==> src/rtl/axi4_lite_pkg.sv <==
// Shared response codes, FSM state encodings and address-decode helper
// for the AXI4-Lite register slave.
package axi4_lite_pkg;

  localparam logic [1:0] RESP_OKAY   = 2'b00;
  localparam logic [1:0] RESP_SLVERR = 2'b10;

  typedef enum logic [1:0] {
    WR_IDLE   = 2'd0,
    WR_HAVE_A = 2'd1,
    WR_HAVE_D = 2'd2,
    WR_RESP   = 2'd3
  } wr_state_t;

  typedef enum logic {
    RD_IDLE = 1'b0,
    RD_DATA = 1'b1
  } rd_state_t;

  // Bit position of the word index inside a byte address.
  function automatic int addr_lsb(input int data_width);
    return $clog2(data_width / 8);
  endfunction

endpackage

==> src/rtl/axi4_lite_regfile.sv <==
// Register array with byte-strobed synchronous write, combinational read
// and asynchronous clear.
module axi4_lite_regfile #(
  parameter int DATA_WIDTH = 32,
  parameter int NUM_REGS   = 16,
  parameter int IDX_W      = $clog2(NUM_REGS),
  parameter int STRB_W     = DATA_WIDTH / 8
) (
  input  logic                  clk,
  input  logic                  rst_n,
  input  logic                  we,
  input  logic [IDX_W-1:0]      widx,
  input  logic [DATA_WIDTH-1:0] wdata,
  input  logic [STRB_W-1:0]     wstrb,
  input  logic [IDX_W-1:0]      ridx,
  output logic [DATA_WIDTH-1:0] rdata
);

  logic [DATA_WIDTH-1:0] mem_r [NUM_REGS];

  // Byte-lane write of the addressed word; whole array cleared on reset.
  always_ff @(posedge clk or negedge rst_n) begin
    if (!rst_n) begin
      for (int i = 0; i < NUM_REGS; i++) begin
        mem_r[i] <= '0;
      end
    end else if (we) begin
      for (int b = 0; b < STRB_W; b++) begin
        if (wstrb[b]) begin
          mem_r[widx][8*b +: 8] <= wdata[8*b +: 8];
        end
      end
    end
  end

  assign rdata = mem_r[ridx];

endmodule

==> src/rtl/axi4_lite_slave_regs.sv <==
// AXI4-Lite slave exposing NUM_REGS byte-strobed words with independent
// write and read FSMs, SLVERR on out-of-range addresses and a write notify.
module axi4_lite_slave_regs
  import axi4_lite_pkg::*;
#(
  parameter int DATA_WIDTH    = 32,
  parameter int ADDRESS_WIDTH = 32,
  parameter int NUM_REGS      = 16
) (
  input  logic                        clk,
  input  logic                        rst_n,
  input  logic                        awvalid,
  input  logic [ADDRESS_WIDTH-1:0]    awaddr,
  output logic                        awready,
  input  logic                        wvalid,
  input  logic [DATA_WIDTH-1:0]       wdata,
  input  logic [DATA_WIDTH/8-1:0]     wstrb,
  output logic                        wready,
  output logic                        bvalid,
  output logic [1:0]                  bresp,
  input  logic                        bready,
  input  logic                        arvalid,
  input  logic [ADDRESS_WIDTH-1:0]    araddr,
  output logic                        arready,
  output logic                        rvalid,
  output logic [DATA_WIDTH-1:0]       rdata,
  output logic [1:0]                  rresp,
  input  logic                        rready,
  output logic                        reg_wr_pulse,
  output logic [$clog2(NUM_REGS)-1:0] reg_wr_idx
);

  localparam int STRB_W = DATA_WIDTH / 8;
  localparam int IDX_W  = $clog2(NUM_REGS);
  localparam int LSB    = addr_lsb(DATA_WIDTH);

  wr_state_t             wr_state_r;
  rd_state_t             rd_state_r;
  logic [IDX_W-1:0]      aw_idx_r;
  logic                  aw_oor_r;
  logic [DATA_WIDTH-1:0] w_data_r;
  logic [STRB_W-1:0]     w_strb_r;
  logic                  awready_r, wready_r, bvalid_r, pulse_r;
  logic [1:0]            bresp_r, rresp_r;
  logic [IDX_W-1:0]      pulse_idx_r;
  logic                  arready_r, rvalid_r;
  logic [DATA_WIDTH-1:0] rdata_r;

  logic                  commit_s, commit_oor_s;
  logic [IDX_W-1:0]      commit_idx_s;
  logic [DATA_WIDTH-1:0] commit_data_s, rf_rdata_s;
  logic [STRB_W-1:0]     commit_strb_s;

  // NUM_REGS is a power of two, so any set bit above the index field is out of range.
  function automatic logic out_of_range(input logic [ADDRESS_WIDTH-1:0] addr);
    return (addr >> (LSB + IDX_W)) != {ADDRESS_WIDTH{1'b0}};
  endfunction

  // Select address/data sources for a commit from latched or live channels.
  always_comb begin
    commit_s      = 1'b0;
    commit_idx_s  = awaddr[LSB +: IDX_W];
    commit_oor_s  = out_of_range(awaddr);
    commit_data_s = wdata;
    commit_strb_s = wstrb;
    case (wr_state_r)
      WR_IDLE:   commit_s = awvalid & awready_r & wvalid & wready_r;
      WR_HAVE_A: begin
        commit_s     = wvalid & wready_r;
        commit_idx_s = aw_idx_r;
        commit_oor_s = aw_oor_r;
      end
      WR_HAVE_D: begin
        commit_s      = awvalid & awready_r;
        commit_data_s = w_data_r;
        commit_strb_s = w_strb_r;
      end
      default:   commit_s = 1'b0;
    endcase
  end

  axi4_lite_regfile #(
    .DATA_WIDTH (DATA_WIDTH),
    .NUM_REGS   (NUM_REGS)
  ) u_regfile (
    .clk   (clk),
    .rst_n (rst_n),
    .we    (commit_s & ~commit_oor_s),
    .widx  (commit_idx_s),
    .wdata (commit_data_s),
    .wstrb (commit_strb_s),
    .ridx  (araddr[LSB +: IDX_W]),
    .rdata (rf_rdata_s)
  );

  // Write FSM with registered readies, B response and notify pulse.
  always_ff @(posedge clk or negedge rst_n) begin
    if (!rst_n) begin
      wr_state_r  <= WR_IDLE;
      aw_idx_r    <= '0;
      aw_oor_r    <= 1'b0;
      w_data_r    <= '0;
      w_strb_r    <= '0;
      awready_r   <= 1'b1;
      wready_r    <= 1'b1;
      bvalid_r    <= 1'b0;
      bresp_r     <= RESP_OKAY;
      pulse_r     <= 1'b0;
      pulse_idx_r <= '0;
    end else begin
      pulse_r <= 1'b0;
      if (commit_s) begin
        wr_state_r <= WR_RESP;
        awready_r  <= 1'b0;
        wready_r   <= 1'b0;
        bvalid_r   <= 1'b1;
        bresp_r    <= commit_oor_s ? RESP_SLVERR : RESP_OKAY;
        pulse_r    <= ~commit_oor_s;
        if (!commit_oor_s) begin
          pulse_idx_r <= commit_idx_s;
        end
      end else begin
        case (wr_state_r)
          WR_IDLE: begin
            if (awvalid) begin
              aw_idx_r   <= awaddr[LSB +: IDX_W];
              aw_oor_r   <= out_of_range(awaddr);
              awready_r  <= 1'b0;
              wr_state_r <= WR_HAVE_A;
            end else if (wvalid) begin
              w_data_r   <= wdata;
              w_strb_r   <= wstrb;
              wready_r   <= 1'b0;
              wr_state_r <= WR_HAVE_D;
            end
          end
          WR_RESP: begin
            if (bready) begin
              bvalid_r   <= 1'b0;
              awready_r  <= 1'b1;
              wready_r   <= 1'b1;
              wr_state_r <= WR_IDLE;
            end
          end
          default: wr_state_r <= wr_state_r;
        endcase
      end
    end
  end

  // Read FSM: sample the word at AR handshake, hold R until accepted.
  always_ff @(posedge clk or negedge rst_n) begin
    if (!rst_n) begin
      rd_state_r <= RD_IDLE;
      arready_r  <= 1'b1;
      rvalid_r   <= 1'b0;
      rdata_r    <= '0;
      rresp_r    <= RESP_OKAY;
    end else begin
      case (rd_state_r)
        RD_IDLE: begin
          if (arvalid) begin
            arready_r  <= 1'b0;
            rvalid_r   <= 1'b1;
            rdata_r    <= out_of_range(araddr) ? '0 : rf_rdata_s;
            rresp_r    <= out_of_range(araddr) ? RESP_SLVERR : RESP_OKAY;
            rd_state_r <= RD_DATA;
          end
        end
        RD_DATA: begin
          if (rready) begin
            arready_r  <= 1'b1;
            rvalid_r   <= 1'b0;
            rd_state_r <= RD_IDLE;
          end
        end
        default: rd_state_r <= RD_IDLE;
      endcase
    end
  end

  assign awready      = awready_r;
  assign wready       = wready_r;
  assign bvalid       = bvalid_r;
  assign bresp        = bresp_r;
  assign arready      = arready_r;
  assign rvalid       = rvalid_r;
  assign rdata        = rdata_r;
  assign rresp        = rresp_r;
  assign reg_wr_pulse = pulse_r;
  assign reg_wr_idx   = pulse_idx_r;

endmodule

==> config.mk <==
export PLATFORM = sky130hd
export DESIGN_NAME = axi4_lite_slave_regs
export DESIGN_NICKNAME = d
export VERILOG_FILES = /design/src/rtl/axi4_lite_pkg.sv /design/src/rtl/axi4_lite_regfile.sv /design/src/rtl/axi4_lite_slave_regs.sv
export SDC_FILE = /design/constraint.sdc
export NUM_CORES = 1
export LEC_CHECK = 0
export CAP_MARGIN = 20
export CORE_ASPECT_RATIO = 1.4
export CORE_MARGIN = 1
export CORE_UTILIZATION = 55
export CTS_CLUSTER_DIAMETER = 60
export DETAILED_ROUTE_END_ITERATION = 7
export DONT_BUFFER_PORTS = 1
export PLACE_DENSITY = 0.7
export SLEW_MARGIN = 20
export SYNTH_ARGS = -nofsm -noshare
export SYNTH_HDL_FRONTEND = slang
export SYNTH_SLANG_ARGS = --single-unit
==> constraint.sdc <==
create_clock -name clk -period 3.1 [get_ports clk]
set_input_delay 0.62 -clock clk [delete_from_list [all_inputs] [get_ports clk]]
set_output_delay 0.62 -clock clk [all_outputs]
set_load 0.03 [all_outputs]
==> results of run 1 <==
[critical path, stage by stage, from the launching register on]
cell and delay (ns):
dfstp_2 0.67, and3b_1 0.25, o21a_1 0.38, nand2_1 0.39
buf_4 0.35, a211oi_2 0.22, buf_4 0.22, a2bb2oi_1 0.29
[placed cells by master, fill, tap and decap left out, types with 4 or more instances in the layout]
master and count:
a211oi_2 38, a211oi_4 10, a21oi_1 6, a2bb2oi_1 495, a2bb2oi_2 8, a31oi_1 5, and2_1 16, buf_12 5
buf_4 135, bufinv_16 4, clkbuf_1 21, clkbuf_16 56, clkbuf_8 6, clkinv_2 8, dfrtp_1 597, inv_1 41
mux2_2 45, mux4_2 160, nand2_1 65, nand4_1 6, nor2_1 4, nor3_1 19, nor3_2 7, nor3_4 8
nor4_1 12, o211a_1 4, o21ai_0 40, o31ai_2 4, o32ai_2 32, or3_1 9
[power by group]
| group | switching [mW] | total [mW] | internal, mW |
|---|---|---|---|
| Sequential | 0.593 | 9.17 | 8.58 |
| Combinational | 1.81 | 3.11 | 1.30 |
| Clock | 3.00 | 6.82 | 3.81 |
[final cells by class]
| type | count | area, sq um | share of cell area |
|---|---|---|---|
| clock buffers | 83 | 1563 | 0.05168 |
| repair buffers | 140 | 1114 | 0.03683 |
| flip-flops and latches | 600 | 15020 | 0.4967 |
| multi-input cells | 1039 | 11390 | 0.3767 |
| inverters | 41 | 153.9 | 0.005090 |
| well taps | 637 | 797.0 | 0.02636 |
| clock inverters | 16 | 201.4 | 0.006662 |
[cells by family after synthesis]
logic type,count (synthesis),synth area share
muxes,206,0.1509
DFF,600,0.5502
other,1,0.0001374
buffers and inverters,215,0.03351
AOI/OAI and AO/OA,659,0.2258
and+or+nand+nor,172,0.03947
[sequential cells by signal (all words and copies together), names as in the netlist, 2 cells and up]
name,count
u_regfile.mem_r,512
rdata,32
w_data_r,32
aw_idx_r,4
reg_wr_idx,4
w_strb_r,4
wr_state_r,2
[metal layers]
metal,vias up,wire length (um),GRT usage,share of wire
met1,9718,29550,0.4128,0.39
met5,-,0,0,0
li1,7439,-,-,-
met2,865,37620,0.4968,0.49
met3,178,5541,0.05726,0.073
met4,0,3448,0.1401,0.045
[worst paths after layout]
kind                             from                   end  cells past startpoint
min reg2reg                rd_state_r                rvalid                      1
min in group clk              awvalid               awready                      1
min                             rst_n  u_regfile.mem_r[235]                      0
max reg2reg                    wready  u_regfile.mem_r[157]                      7
max in group asynchronous       rst_n  u_regfile.mem_r[390]                      0
max                            wready  u_regfile.mem_r[157]                      7
==> out/results.tsv, run 1 <==
stage	metric	value	unit
setup_path	R2R Setup Slk	0.21	ns
synth	Seq/Total Area, Yosys	0.5502	
synth	biggest area consumer among synthesized cells	dfrtp_1	
synth	list of most frequent post-synthesis cells	597 x dfrtp_1, 495 x a2bb2oi_1, 160 x mux4_2, 96 x clkbuf_1, 65 x nand2_1	
global_route	first-pass GRT wire length	117300	um
routing	DR iter-0 viols	1739	
synth	Main synth FF type	dfrtp_1	
synth	Synth Register Bits	600	
layout	final cell count without fillers	2556	
timing	period utilization	0.9330	
place	hpwl dp	46540	um
clock_tree	H-Tree Depth	2	
timing	clock period minus worst slack	2.892	ns
global_route	largest net degree at the start of global routing	601	
synth	synth top area cells	dfrtp_1 55%, a2bb2oi_1 16%, mux4_2 13%	
timing	worst setup margin	0.2076	ns
synth	Cell Area, Synth	27300	sq um
die	starting density of the core	0.5570	
layout	Util after Layout	0.6170	
clock_tree	cts repair resizes	0	
timing	Worst-Margin Slew	2.587	ns
place	DP Area	28470	sq um
place	pre-CTS setup slack	0.2232	ns
clock_tree	CTS Buf Count	55	
job	Max Cap Violations	0	
power	Pleak	13.25	nW
clock_tree	CTS max path bufs	3	
routing	drt pass-1 iters	5	
setup_path	CP Launch Type	register	
routing	drc violations	0	
die	Die Area	50540	sq um
setup_path	critical path class	register to register	
timing	count of final hold-check violations	73	
die	FP Rows	96	
layout	final instance area	30240	sq um
power	pwr/cell area	631.5	nW/um^2
global_route	GRT Total Usage	0.3099	
synth	syn avg cell area	14.73	sq um
synth	Synth cell types	59	
synth	Yosys warnings	0	
clock_tree	CTS root buffer	clkbuf_16	
die	DIE WIDTH	190.3	um
die	Die H	265.6	um
layout	nets	1984	
place	GPL Wtd Cong	0.8412	
timing	RSZ-0062 raised after global routing	no	
layout	area grow syn2layout	10.78	%
timing	final hold slack	-0.2946	ns
layout	Fillers	3683	
clock_tree	setup bufs post-CTS	0	
synth	count leader, synth	dfrtp_1	
timing	Fmax achieved	345.7	MHz
power	VDD IR max	0.0005395	V
global_route	via count of the first global-routing pass	18999	
timing	Worst Skew	0.01745	ns
timing	setup violators final	0	
global_route	initial antenna violation count	0	
run_status	status	finished, violations left	
routing	Vias/cell	7.121	
power	post-layout total power	19.09	mW
routing	via count	18200	
clock_tree	Clk Latency, worst-skew pair	0.63	ns
clock_tree	Clock Pin Slew Worst Setup and Hold Paths	0.06	ns
synth	Post-synth ARST share	1.000	
routing	per-cell routed wire length	29.80	um
die	Core Region	49010	sq um
synth	Post-synth EDFFs	0	
layout	# diodes	0	
hold_path	Hold Crit Class	input port to async pin	
timing	Max Slew Vio Count	509	
place	placed instance count	2457	
clock_tree	CTS tree	yes	
setup_path	CP Capture Type	register	
setup_path	WP data arrival	3.40	ns
synth	share of the synthesized area in the top cell type	0.5473	
synth	Post-Syn Instances	1853	
run_status	violated checks	negative hold slack, max-slew violations	
timing	relative max-transition margin	-0.7246	
timing	setup TNS	0	ns
setup_path	CP max FO	16	
setup_path	Worst Path Required	3.61	ns
place	Port Buf Inserts	0	
clock_tree	CTS sink cnt	600	
global_route	total congestion overflow	0	
die	I/O pins	153	
routing	final WL	76160	um
routing	post-route ant nets	0	
layout	ratio of cells with drive above 1 in the final layout	0.2840	
Power figures use the tool's default switching activity.
==> inputs of run 2 (changes only) <==
--- a/config.mk
+++ b/config.mk
@@ -14,4 +14,6 @@
 export DONT_BUFFER_PORTS = 1
 export PLACE_DENSITY = 0.7
+export SETUP_SLACK_MARGIN = 0.4
+export SKIP_LAST_GASP = 1
 export SLEW_MARGIN = 20
 export SYNTH_ARGS = -nofsm -noshare
==> constraint.sdc (replaced) <==
create_clock -name clk -period 3.1 [get_ports clk]
set_input_delay 0.465 -clock clk [delete_from_list [all_inputs] [get_ports clk]]
set_output_delay 0.465 -clock clk [all_outputs]
set_load 0.03 [all_outputs]
==> run 2 against run 1 <==
The flow still finishes with violations (negative hold slack, max-slew violations). Non-clock buffer count up 40. Worst hold slack worse by 0.16 ns. Design area up 2.3%. Sequential power up 0.5%. Via count up 1.5%. Worst setup slack better by 0.16 ns. Count of clock-buffer cells in the layout down 8. Utilization up 1.4 points.
==> out/results.tsv, run 2 (synthesis gave the netlist of run 1 again) <==
stage	metric	value	unit	change
run_status	status	finished, violations left		unchanged
run_status	violated checks	negative hold slack, max-slew violations		unchanged
routing	DR iter-0 viols	1768		was 1,739
clock_tree	CTS Hold Buffers Added	43		
setup_path	highest-delay cell along the critical path	a211oi_4		was dfstp_2
clock_tree	CTS root buffer	clkbuf_16		unchanged
clock_tree	Clk Latency, worst-skew pair	0.63	ns	about the same
die	FP Rows	96		unchanged
timing	setup violators final	0		unchanged
place	pre-CTS setup slack	0.3318	ns	was 0.2232 ns
timing	Fmax achieved	365.5	MHz	was 345.7 MHz
global_route	initial antenna violation count	0		unchanged
clock_tree	CTS max path bufs	3		unchanged
timing	clock period minus worst slack	2.736	ns	was 2.892 ns
setup_path	CP Launch Type	register		unchanged
layout	ratio of cells with drive above 1 in the final layout	0.2872		was 0.2840
global_route	first-pass GRT wire length	119200	um	was 117,300 um
routing	via count	18466		was 18,200
hold_path	Hold Crit Class	input port to async pin		unchanged
setup_path	r2r startpoint	wr_state_r[1]		was wready
setup_path	CP max FO	12		was 16
die	Die H	265.6	um	unchanged
timing	count of final hold-check violations	514		was 73
global_route	total congestion overflow	0		unchanged
global_route	largest net degree at the start of global routing	601		unchanged
clock_tree	Clock Pin Slew Worst Setup and Hold Paths	0.06	ns	about the same
layout	most frequent cells in the layout	597 x dfrtp_1, 495 x a2bb2oi_1, 160 x mux4_2		unchanged
die	I/O pins	153		unchanged
layout	Top reg by flops	u_regfile.mem_r		unchanged
layout	# diodes	0		unchanged
setup_path	WP data arrival	3.28	ns	was 3.40 ns
setup_path	CP Capture Type	register		unchanged
place	GPL Wtd Cong	0.8469		was 0.8412
clock_tree	H-Tree Depth	2		unchanged
power	Pleak	13.54	nW	was 13.25 nW
timing	relative max-transition margin	-0.4242		was -0.7246
timing	worst setup margin	0.3644	ns	was 0.2076 ns
global_route	GRT Total Usage	0.3144		was 0.3099
place	Port Buf Inserts	0		unchanged
global_route	via count of the first global-routing pass	19431		was 18,999
layout	max reg flops	512		unchanged
setup_path	critical path class	register to register		unchanged
timing	setup TNS	0	ns	unchanged
timing	RSZ-0062 raised after global routing	yes		was no
routing	post-route ant nets	0		unchanged
routing	drc violations	0		unchanged
power	VDD IR max	0.0005111	V	was 0.0005395 V
die	DIE WIDTH	190.3	um	unchanged
clock_tree	CTS Buf Count	57		was 55
setup_path	Worst Path Required	3.65	ns	was 3.61 ns
clock_tree	CTS tree	yes		unchanged
die	Die Area	50540	sq um	unchanged
place	hpwl dp	45960	um	was 46,540 um
die	starting density of the core	0.5570		unchanged
layout	nets	2026		was 1,984
clock_tree	CTS sink cnt	600		unchanged
routing	drt pass-1 iters	6		was 5
setup_path	Setup crit start	wr_state_r[1]		was wready
layout	area grow syn2layout	13.33	%	was 10.78%
layout	Util after Layout	0.6313		was 0.6170
timing	Max Slew Vio Count	220		was 509
power	post-layout total power	19.79	mW	was 19.09 mW
routing	final WL	77500	um	was 76,160 um
timing	Worst-Margin Slew	2.136	ns	was 2.587 ns
routing	per-cell routed wire length	29.76	um	was 29.80 um
power	pwr/cell area	639.8	nW/um^2	was 631.5 nW/um^2
timing	period utilization	0.8825		was 0.9330
setup_path	critical path's largest stage delay	0.64	ns	was 0.67 ns
setup_path	critical path, cell by cell	or4b_1 -> o31ai_2 -> nand2_1 -> a211oi_4 -> a2bb2oi_1		was and3b_1 -> o21a_1 -> nand2_1 -> buf_4 -> a211oi_2 -> buf_4 -> a2bb2oi_1
layout	most common cell after layout, fill and taps aside	dfrtp_1		unchanged
timing	Worst Skew	0.01860	ns	was 0.01745 ns
die	Core Region	49010	sq um	unchanged
setup_path	Crit path max-delay family	simple AND/OR/NAND/NOR gates		was compound AO/OA/AOI/OAI gates
job	Max Cap Violations	0		unchanged
setup_path	CP bufs+invs	0		was 2
routing	Vias/cell	7.091		was 7.121
timing	final hold slack	-0.4544	ns	was -0.2946 ns
run 2: changes by cell type in the layout (fill, tap and decap cells not counted), moves of 2 or more:
cell and change:
buf_12 +2, clkbuf_1 -12, nand2_1 -2, clkinv_2 +7
bufinv_16 +5, clkbuf_16 +3, dlygate4sd3_1 +43, buf_4 -5
clkinvlp_4 +5, nand2_2 +2
run 2: layout make-up:
cell class,instances,area [sq um]
timing repair buffer,180,1546
clock inverter,32,407.9
inverter,41,153.9
clock buffer,75,1607
fill,3561,18070
sequential,600,15020
tap,637,797.0
multi-input combinational,1039,11410
run 2: final timing paths:
kind                                        end  slack [ns]  cells past startpoint
max                        u_regfile.mem_r[432]        0.36                      5
min                        u_regfile.mem_r[139]       -0.45                      0
max reg2reg                u_regfile.mem_r[432]        0.36                      5
min reg2reg                              rvalid        0.49                      1
max in group asynchronous   u_regfile.mem_r[92]        1.87                      0
min in group clk                        arready        0.03                      2
run 2: per-layer routing:
metal  track usage  vias up  routed length (um)
met4        0.1371        0                3554
met3       0.05344      200                5576
met2        0.5053      875               38380
li1              -     7525                   -
met5             0        -                   0
met1        0.4231     9866               29990
run 2: repair_timing:
item	4_1_cts	5_1_grt
resized for setup	0	4
setup buffers	0	8
hold endpoints to repair	644	597
endpoints found under the setup margin	0	119
run 2: power by group:
| part | total [mW] | switching (mW) | internal, mW |
|---|---|---|---|
| clock | 7.53 | 3.13 | 4.40 |
| combinational | 3.04 | 1.79 | 1.25 |
| sequential | 9.22 | 0.646 | 8.58 |
run 2: per-stage QoR:
stage	instance area (sq um)	hold WS, ns	cells
after global routing	30940	-0.4695	2604
after floorplan	27300	0.1694	1854
after CTS	30820	-0.4534	2596
final	30940	-0.4544	2604
after global placement	28370	0.2092	2446
after detailed placement	28370	0.2050	2446
run 2: worst register-to-register path, delay by kind of cell, from the launching register on:
kind               cells  cell delay [ns]
DFF                    1             0.52
and+or+nand+nor        2             1.11
AOI/OAI and AO/OA      3             1.04
